## config.mk

```make
export PLATFORM = sky130hd
export DESIGN_NAME = sprite_compositor_flat
export DESIGN_NICKNAME = d
export VERILOG_FILES = /design/src/rtl/sprite_compositor_if.sv /design/src/rtl/sprite_compositor.sv /design/src/flat_wrapper.sv
export SDC_FILE = /design/constraint.sdc
export NUM_CORES = 1
export LEC_CHECK = 0
export BUFFER_PORTS_ARGS = -buffer_cell sky130_fd_sc_hd__buf_2
export CAP_MARGIN = 20
export CORE_ASPECT_RATIO = 1.2
export CORE_UTILIZATION = 59
export CTS_CLUSTER_SIZE = 28
export DETAILED_ROUTE_END_ITERATION = 8
export HOLD_SLACK_MARGIN = 0.02
export PLACE_DENSITY = 0.9
export SKIP_LAST_GASP = 1
export SYNTH_ARGS = -nofsm -noshare
export SYNTH_HDL_FRONTEND = slang
export SYNTH_SLANG_ARGS = --single-unit
```

## constraint.sdc

```tcl
create_clock -name iVGA_CLK -period 11.1 [get_ports iVGA_CLK]
set_input_delay 3.33 -clock iVGA_CLK [delete_from_list [all_inputs] [get_ports iVGA_CLK]]
set_output_delay 3.33 -clock iVGA_CLK [all_outputs]
set_load 0.005 [all_outputs]
```

## src/rtl/sprite_compositor_if.sv

```systemverilog
// sprite_compositor_if: sprite-sheet ROM port; the compositor drives the address, the ROM returns data one clock later
interface sprite_compositor_if #(
    parameter int ROM_AW = 17,
    parameter int IDX_W  = 8
);
    logic [ROM_AW-1:0] oROM_ADDR;
    logic [IDX_W-1:0]  iROM_DATA;
    modport master (output oROM_ADDR, input iROM_DATA);
    modport slave  (input oROM_ADDR, output iROM_DATA);
endinterface

```

## src/rtl/sprite_compositor.sv

```systemverilog
// sprite_compositor: per-pixel priority compositing of frame-latched sprites into a palette index stream
module sprite_compositor #(
    parameter int N_SPRITES              = 6,
    parameter int H_ACTIVE               = 640,
    parameter int V_ACTIVE               = 480,
    parameter int COORD_W                = 10,
    parameter int ROM_AW                 = 17,
    parameter int ROM_STRIDE             = 640,
    parameter int IDX_W                  = 8,
    parameter logic [IDX_W-1:0] TRANSP_IDX = 8'hFF,
    parameter logic [IDX_W-1:0] BG_IDX     = 8'h00
) (
    input  logic                          iVGA_CLK,
    input  logic                          iRST_n,
    input  logic                          iHS,
    input  logic                          iVS,
    input  logic                          iBLANK_n,
    input  logic [N_SPRITES*COORD_W-1:0]  sprite_x,
    input  logic [N_SPRITES*COORD_W-1:0]  sprite_y,
    input  logic [N_SPRITES*COORD_W-1:0]  sprite_w,
    input  logic [N_SPRITES*COORD_W-1:0]  sprite_h,
    input  logic [N_SPRITES*ROM_AW-1:0]   sprite_base,
    input  logic [N_SPRITES-1:0]          sprite_en,
    sprite_compositor_if.master           rom,
    output logic [IDX_W-1:0]              oINDEX,
    output logic                          oHS,
    output logic                          oVS,
    output logic                          oBLANK_n,
    output logic                          oCOLLIDE
);
    localparam int SEL_W = (N_SPRITES > 1) ? $clog2(N_SPRITES) : 1;
    localparam logic [COORD_W-1:0] HMAX   = COORD_W'(H_ACTIVE);
    localparam logic [COORD_W-1:0] VMAX   = COORD_W'(V_ACTIVE);
    localparam logic [ROM_AW-1:0]  STRIDE = ROM_AW'(ROM_STRIDE);

    logic [N_SPRITES*COORD_W-1:0] r_sx, r_sy, r_sw, r_sh;
    logic [N_SPRITES*ROM_AW-1:0]  r_sb;
    logic [N_SPRITES-1:0]         r_se;
    logic [COORD_W-1:0]           r_hcnt, r_vcnt;
    logic [2:0]                   r_hs_d, r_vs_d, r_bl_d;
    logic                         r_sticky, r_collide, r_v1, r_v2;
    logic [ROM_AW-1:0]            r_addr;
    logic [IDX_W-1:0]             r_index;

    logic [N_SPRITES-1:0] w_hit;
    logic [SEL_W-1:0]     w_sel;
    logic [ROM_AW-1:0]    w_dx, w_dy, w_addr;
    logic                 w_vs_fall, w_bl_fall, w_valid, w_coll;

    assign w_vs_fall = r_vs_d[0] & ~iVS;
    assign w_bl_fall = r_bl_d[0] & ~iBLANK_n;

    // Half-open box test per slot; sums carry one extra bit so boxes near the coordinate limit cannot wrap
    for (genvar k = 0; k < N_SPRITES; k++) begin : g_slot
        logic [COORD_W-1:0] w_x, w_y, w_w, w_h;
        assign w_x = r_sx[k*COORD_W +: COORD_W];
        assign w_y = r_sy[k*COORD_W +: COORD_W];
        assign w_w = r_sw[k*COORD_W +: COORD_W];
        assign w_h = r_sh[k*COORD_W +: COORD_W];
        assign w_hit[k] = r_se[k] &&
                          (r_hcnt >= w_x) && ({1'b0, r_hcnt} < {1'b0, w_x} + {1'b0, w_w}) &&
                          (r_vcnt >= w_y) && ({1'b0, r_vcnt} < {1'b0, w_y} + {1'b0, w_h});
    end

    // Lowest-index hitting slot wins; only its texel is fetched
    always_comb begin
        w_sel = '0;
        for (int i = N_SPRITES - 1; i >= 0; i--)
            if (w_hit[i]) w_sel = SEL_W'(i);
    end

    assign w_dx    = ROM_AW'(r_hcnt - r_sx[w_sel*COORD_W +: COORD_W]);
    assign w_dy    = ROM_AW'(r_vcnt - r_sy[w_sel*COORD_W +: COORD_W]);
    assign w_addr  = r_sb[w_sel*ROM_AW +: ROM_AW] + w_dy * STRIDE + w_dx;
    assign w_valid = iBLANK_n && (|w_hit);
    assign w_coll  = iBLANK_n && w_hit[0] && (|(w_hit >> 1));

    // Shadow the sprite table at VS fall and hand the frame's collision result to the game logic
    always_ff @(posedge iVGA_CLK or negedge iRST_n)
        if (!iRST_n) begin
            r_sx      <= '0;
            r_sy      <= '0;
            r_sw      <= '0;
            r_sh      <= '0;
            r_sb      <= '0;
            r_se      <= '0;
            r_sticky  <= 1'b0;
            r_collide <= 1'b0;
        end else begin
            if (w_vs_fall) begin
                r_sx      <= sprite_x;
                r_sy      <= sprite_y;
                r_sw      <= sprite_w;
                r_sh      <= sprite_h;
                r_sb      <= sprite_base;
                r_se      <= sprite_en;
                r_collide <= r_sticky;
            end
            r_sticky <= w_vs_fall ? w_coll : (r_sticky | w_coll);
        end

    // Pixel position; saturating at the active size keeps malformed timing from wrapping into visible boxes
    always_ff @(posedge iVGA_CLK or negedge iRST_n)
        if (!iRST_n) begin
            r_hcnt <= '0;
            r_vcnt <= '0;
        end else if (!iVS) begin
            r_hcnt <= '0;
            r_vcnt <= '0;
        end else if (iBLANK_n) begin
            r_hcnt <= (r_hcnt == HMAX) ? r_hcnt : r_hcnt + 1'b1;
        end else if (w_bl_fall) begin
            r_hcnt <= '0;
            r_vcnt <= (r_vcnt == VMAX) ? r_vcnt : r_vcnt + 1'b1;
        end

    // Fetch, wait one clock for the ROM, then resolve transparency into the output index
    always_ff @(posedge iVGA_CLK or negedge iRST_n)
        if (!iRST_n) begin
            r_addr  <= '0;
            r_v1    <= 1'b0;
            r_v2    <= 1'b0;
            r_index <= BG_IDX;
        end else begin
            if (w_valid) r_addr <= w_addr;
            r_v1    <= w_valid;
            r_v2    <= r_v1;
            r_index <= (r_v2 && rom.iROM_DATA != TRANSP_IDX) ? rom.iROM_DATA : BG_IDX;
        end

    // Delay sync and blank by the pipeline depth; stage 0 doubles as the edge detector history
    always_ff @(posedge iVGA_CLK or negedge iRST_n)
        if (!iRST_n) begin
            r_hs_d <= 3'b111;
            r_vs_d <= 3'b111;
            r_bl_d <= 3'b000;
        end else begin
            r_hs_d <= {r_hs_d[1:0], iHS};
            r_vs_d <= {r_vs_d[1:0], iVS};
            r_bl_d <= {r_bl_d[1:0], iBLANK_n};
        end

    assign rom.oROM_ADDR = r_addr;
    assign oINDEX        = r_index;
    assign oHS           = r_hs_d[2];
    assign oVS           = r_vs_d[2];
    assign oBLANK_n      = r_bl_d[2];
    assign oCOLLIDE      = r_collide;
endmodule

```

## src/flat_wrapper.sv

```systemverilog
// flat-port wrapper written by rule: the top's interface ports become plain ports
module sprite_compositor_flat 
#(
    parameter int N_SPRITES              = 6,
    parameter int H_ACTIVE               = 640,
    parameter int V_ACTIVE               = 480,
    parameter int COORD_W                = 10,
    parameter int ROM_AW                 = 17,
    parameter int ROM_STRIDE             = 640,
    parameter int IDX_W                  = 8,
    parameter logic [IDX_W-1:0] TRANSP_IDX = 8'hFF,
    parameter logic [IDX_W-1:0] BG_IDX     = 8'h00
)
  (iVGA_CLK, iRST_n, iHS, iVS, iBLANK_n, sprite_x, sprite_y, sprite_w, sprite_h, sprite_base, sprite_en, oINDEX, oHS, oVS, oBLANK_n, oCOLLIDE, rom_oROM_ADDR, rom_iROM_DATA);
  sprite_compositor_if #(.ROM_AW(ROM_AW), .IDX_W(IDX_W)) rom_i ();
  input  logic iVGA_CLK;
  input  logic iRST_n;
  input  logic iHS;
  input  logic iVS;
  input  logic iBLANK_n;
  input  logic [N_SPRITES*COORD_W-1:0] sprite_x;
  input  logic [N_SPRITES*COORD_W-1:0] sprite_y;
  input  logic [N_SPRITES*COORD_W-1:0] sprite_w;
  input  logic [N_SPRITES*COORD_W-1:0] sprite_h;
  input  logic [N_SPRITES*ROM_AW-1:0] sprite_base;
  input  logic [N_SPRITES-1:0] sprite_en;
  output logic [IDX_W-1:0] oINDEX;
  output logic oHS;
  output logic oVS;
  output logic oBLANK_n;
  output logic oCOLLIDE;
  output wire logic [$bits(rom_i.oROM_ADDR)-1:0] rom_oROM_ADDR;
  input wire logic [$bits(rom_i.iROM_DATA)-1:0] rom_iROM_DATA;
  assign rom_oROM_ADDR = rom_i.oROM_ADDR;
  assign rom_i.iROM_DATA = rom_iROM_DATA;
  sprite_compositor #(.N_SPRITES(N_SPRITES), .H_ACTIVE(H_ACTIVE), .V_ACTIVE(V_ACTIVE), .COORD_W(COORD_W), .ROM_AW(ROM_AW), .ROM_STRIDE(ROM_STRIDE), .IDX_W(IDX_W), .TRANSP_IDX(TRANSP_IDX), .BG_IDX(BG_IDX)) u_core (.iVGA_CLK(iVGA_CLK), .iRST_n(iRST_n), .iHS(iHS), .iVS(iVS), .iBLANK_n(iBLANK_n), .sprite_x(sprite_x), .sprite_y(sprite_y), .sprite_w(sprite_w), .sprite_h(sprite_h), .sprite_base(sprite_base), .sprite_en(sprite_en), .rom(rom_i), .oINDEX(oINDEX), .oHS(oHS), .oVS(oVS), .oBLANK_n(oBLANK_n), .oCOLLIDE(oCOLLIDE));
endmodule
```

# After elaboration in Yosys (flattened, before gate mapping)
# Cells that the tools add are included.
totals:
  wordCells: 126
  mem_bits_rw: 0
  mem_bits_ro: 0
  n_memories: 0
  in_bits: 361
  register_bits: 406
  latchBits: 0
op_classes:
  n_eq_ne: 8
  n_div: 0
  n_reduce_logical: 32
  order_cmp: 24
  shift: 3
  n_mul: 3
  n_addsub: 18
  bitwise: 5
  mux: 16
op_table:
  columns: ["cell", "count"]
  rows:
  - ["adder 10 x 10 -> 11 bit", 12]
  - ["less-than comparator 10 x 11 -> 1 bit", 12]
  - ["greater-or-equal comparator 10 bit", 12]
  - ["indexed part select 60 x 8 -> 10 bit", 2]
  - ["indexed part select 102 x 9 -> 17 bit", 1]
  - ["2-to-1 mux 10 bit", 8]
  - ["adder 17 bit", 2]
  - ["logical AND 1 bit", 28]
  - ["subtractor 10 x 10 -> 11 bit", 2]
  - ["adder 10 x 1 -> 10 bit, second input constant", 2]
  - ["2-to-1 mux 3 bit", 6]
  - ["multiplier 17 x 3 -> 10 bit, second input constant", 1]
  - ["equality test 10 bit, second input constant", 1]
  - ["equality test 10 x 9 -> 1 bit, second input constant", 1]
  - ["multiplier 3 x 5 -> 8 bit, second input constant", 1]
  - ["2-to-1 mux 8 bit", 1]
  - ["inequality test 8 bit, second input constant", 1]
  - ["multiplier 3 x 3 -> 6 bit, second input constant", 1]
  - ["OR reduction 6 bit", 1]
  - ["OR reduction 5 bit", 1]
  - ["inequality test 2 bit, second input constant", 2]
  - ["inequality test 3 x 1 -> 1 bit, second input constant", 1]
  - ["inequality test 3 bit, second input constant", 1]
  - ["AND reduction 3 bit", 1]
  - ["other kinds (6)", 8]

# Longest topological paths before layout
depth:
  word_depth: 17
  depth_mapped: 50
  ltp_nobuf: 48

# Worst setup path after synthesis
# Ideal clock, no wire load.
synth_path:
  kind: "flip-flop to flip-flop"
  start: "register u_core.r_sw[21]"
  end: "register u_core.r_addr[16], in the netlist u_core.rom.oROM_ADDR[16]"
  setup_time_ns: 0.135
  arrival_ns: 8.626
  t_required_ns: 10.965
  setup_slack_ns: 2.339
  synth_period_minus_slack_ns: 8.761
  stages_incl_launch_ff: 47
  cell_sequence: "dfrtp_1 > ha_1 > a21o_1 > a21oi_1 > o21bai_1 > a21oi_1 > o21bai_1 > a21oi_1 > o21bai_1 > a21oi_1 > xor2_1 > ha_1 > nor4_1 > o221ai_1 > o2111a_1 > a311oi_1 > o21ba_2 > nor3_2 > [11 not listed] > xnor2_1 > xnor2_1 > ha_1 > a21o_1 > a21oi_1 > o21bai_1 > a21oi_1 > xor2_1 > fa_1 > xor2_1 > xnor2_1 > xnor2_1 > xnor2_1 > xnor2_1 > nor2b_1 > a32o_1 > nor4_2 > o211ai_1"
synth_between:
  elab_chain_cells: 14
synth_rtl:
  columns: ["item", "line_no", "text"]
  rows:
  - ["from (decl)", "sprite_compositor.sv:36", "logic [N_SPRITES*COORD_W-1:0] r_sx, r_sy, r_sw, r_sh;"]
  - ["from (signal assigned)", "sprite_compositor.sv:93", "r_sw <= sprite_w;"]
  - ["adder 10 x 10 -> 11 bit (*)", "sprite_compositor.sv:61", "(r_hcnt >= w_x) && ({1'b0, r_hcnt} < {1'b0, w_x} + {1'b0, w_w}) &&"]
  - ["less-than comparator 10 x 11 -> 1 bit (*)", "sprite_compositor.sv:61", null]
  - ["logical AND 1 bit (*) (2 in a row)", "sprite_compositor.sv:61", null]
  - ["logical AND 1 bit (*)", "sprite_compositor.sv:62", "(r_vcnt >= w_y) && ({1'b0, r_vcnt} < {1'b0, w_y} + {1'b0, w_h});"]
  - ["2-to-1 mux 3 bit (3 in a row)", "sprite_compositor.sv:69", "if (w_hit[i]) w_sel = SEL_W'(i);"]
  - ["multiplier 3 x 3 -> 6 bit", "sprite_compositor.sv:72, sprite_compositor.sv:73", null]
  - ["indexed part select 60 x 8 -> 10 bit", "sprite_compositor.sv:73", "assign w_dy = ROM_AW'(r_vcnt - r_sy[w_sel*COORD_W +: COORD_W]);"]
  - ["subtractor 10 x 10 -> 11 bit", "sprite_compositor.sv:73", null]
  - ["multiplier 17 x 3 -> 10 bit", "sprite_compositor.sv:74", "assign w_addr = r_sb[w_sel*ROM_AW +: ROM_AW] + w_dy * STRIDE + w_dx;"]
  - ["adder 17 bit (2 in a row)", "sprite_compositor.sv:74", null]
  - ["to (signal assigned)", "sprite_compositor.sv:125", "if (w_valid) r_addr <= w_addr;"]
  - ["to (decl)", "sprite_compositor.sv:42", "logic [ROM_AW-1:0] r_addr;"]
# Every way passes the cells marked *; elsewhere a longest branch is shown, timed or not.
# A chain may end at the register's enable or synchronous reset.

# Worst setup path after layout
# Same ends and word-level chain as after synthesis.

==> results.tsv <==
metric	value	unit
dieHeight	243	um
path_max_fanout	26	
post_cts_resize_count	0	
ioPinCount	390	
initialDrtViolationCount	2270	
netlist_area	0.0286	mm2
yosysSeqAreaShare	0.356	
fin_cells	4380	
rsz0062_at_grt	no	
cts_tree	built	
cts.sinks	406	
vias	26100	
hpwl	63200	um
routabilityCongestion	0.947	
post-cts-setup-buffer-count	0	
cts_made_buffers	44	
viasPerCell	5.95	
syn_nets	4147	
syn2layout_area_growth	14.9	%
nNetsFinal	4493	
ys_async_sr_fraction	1.00	
routed_wirelength	86100	um
start_kind	register	
min_period	10270	ps
synth_edf_count	0	
critical_path_class	reg -> reg	
power_leakage	17.3	nW
setup_viol	0	
critPathSlowestCell	a311oi_1	
timing.setup.tns	0	ps
path_clk_slew	60	ps
antenna_found_initial	12	
hold_buffers	0	
met3WireLength	7620	um
ys_warn_count	0	
max_clock_freq	97.4	MHz
rows	88	
core_area	0.0480	mm2
synth-main-ff-cell	dfrtp_1	
vdd_drop_max	0.000149	V
grt_use_total	0.350	
grt_max_degree	230	
critPathLaunch	u_core.r_sw[21]	
timing.rr.start	u_core.r_sw[21]	
cp_data_arrival_time	10720	ps
grt_pass1_wl	134000	um
wl_per_cell	19.7	um
skew	37.2	ps
synth-seq-cells	406	
ys_types	76	
synthCells	3357	
drive_gt1_frac	0.139	
die_area	0.0494	mm2
cp-end-kind	register	
hp-class	reg -> reg	
portBuffers	389	
max_slew_margin	0.184	
min_from	u_core.r_v1	
required	11550	ps
max_stage_delay	650	ps
routed-wl-met2	38600	um
worstMarginPinSlew	1220	ps
p_per_area	166	mW/mm2
clk_latency	600	ps
placed_cells	4286	
dr.max_layer_used	met4	
slew_violations	0	
cts-root-buf	clkbuf_16	
avgSynthCellArea	8.52	um2
ctsHtreeMaxLevel	2	
firstDrtPassIters	7	
ant_nets	0	
layout_commonest_cell	nand2_1	
routedLengthMet1	32800	um
start_util	0.596	
finalHoldViolCount	0	
outcome	complete, no violations	
final_cell_mix	nand2_1, ha_1, dfrtp_1	
die_w	203	um
drc	0	
clockBufferDepth	3	
overflow	0	
post-route-period-util	0.925	
drv_cap	0	
grt_pass1_vias	25500	
==> power by group <==
part	switching, mW	internal, mW
Combinational	1.12	0.859
Sequential	0.165	1.65
Clock	0.643	1.02
Total	1.93	3.52
==> logic make-up (layout without fill, tap and decap cells) <==
group,Yosys count,count (layout),synth area share
AND/OR/NAND/NOR,1272,1272,0.184
AO/OA/AOI/OAI,722,722,0.156
adder cells (fa/ha/maj),429,429,0.194
flip-flops,406,406,0.356
buffers and inverters,322,703,0.0433
XOR/XNOR,133,133,0.0407
multiplexers,73,73,0.0258
other,0,12,0
==> path summary, 6_finish.rpt <==
| path | end | slack (ps) | depth (start not counted) |
|---|---|---|---|
| worst max-delay path | u_core.rom.oROM_ADDR[16] | 830 | 45 |
| worst min-delay path | u_core.r_v2 | 360 | 0 |
| worst max register to register | u_core.rom.oROM_ADDR[16] | 830 | 45 |
| worst min register to register | u_core.r_v2 | 360 | 0 |
| max in group asynchronous | u_core.r_sb[46] | 6950 | 2 |
| min in group asynchronous | u_core.oINDEX[4] | 2720 | 1 |
==> synthesized netlist by cell type, types with 28 or more instances <==
cell,count,area share
nor2_1,129,0.017
inv_1,204,0.027
mux2i_1,71,0.025
a211oi_1,41,0.011
dfrtp_1,400,0.35
ha_1,404,0.18
o21bai_1,46,0.012
a21o_1,45,0.012
nand2_1,931,0.12
nor2b_1,28,0.0061
o21ai_0,239,0.042
nor3_1,30,0.0053
clkbuf_1,95,0.012
xnor2_1,85,0.026
a21oi_1,180,0.032
nand3_1,34,0.0060
xor2_1,48,0.015
nand2b_1,32,0.0070
o21a_1,28,0.0074
==> layout make-up <==
| cell class | instances | area, um2 |
|---|---|---|
| antenna | 12 | 30.0 |
| clock buffer | 64 | 1330 |
| clock inverter | 17 | 307 |
| fill | 3756 | 15200 |
| inverter | 204 | 766 |
| multi-input combinational | 2629 | 17200 |
| sequential | 406 | 10200 |
| tap | 630 | 788 |
| timing repair buffer | 418 | 2240 |
==> metrics by stage <==
| step | instance area [um2] | util | hold WS, ps | power (mW) | setup WS (ps) |
|---|---|---|---|---|---|
| CTS | 32800 | 0.683 | 359 | 5.43 | 899 |
| finish | 32900 | 0.684 | 357 | 5.45 | 830 |
| global placement | 31200 | 0.649 | 332 | 3.67 | 1390 |
| global route | 32900 | 0.684 | 364 | 5.80 | 75.0 |
| detailed placement | 31200 | 0.649 | 344 | 3.75 | 1060 |
| floorplan | 28600 | - | 331 | 3.22 | 2340 |
==> flip-flops by register name, summed over array words and instances (netlist names) <==
signal                cells
u_core.r_v1               1
u_core.rom.oROM_ADDR     17
u_core.r_sx              60
u_core.r_se               6
u_core.r_vcnt            10
u_core.r_sb             102
u_core.oCOLLIDE           1
u_core.r_hcnt            10
u_core.r_vs_d             3
u_core.r_hs_d             3
u_core.r_bl_d             3
u_core.r_sticky           1
u_core.r_sw              60
u_core.r_v2               1
u_core.r_sy              60
u_core.r_sh              60
u_core.oINDEX             8
==> layer usage <==
metal  up-vias  track usage
met5         -            0
li1      12200            -
met2      1340        0.548
met4         0        0.260
met1     12200        0.433
met3       376       0.0592
==> critical path, delay by kind of cell, from the launching register on <==
family / cells / cell delay, ps
AO/OA/AOI/OAI: 20 / 4070
adder cells (fa/ha/maj): 6 / 1890
AND/OR/NAND/NOR: 8 / 1510
XOR/XNOR: 9 / 1470
buffers and inverters: 1 / 470
flip-flops: 1 / 420
multiplexers: 1 / 290
Note: power is estimated with default switching activity, not from simulation.
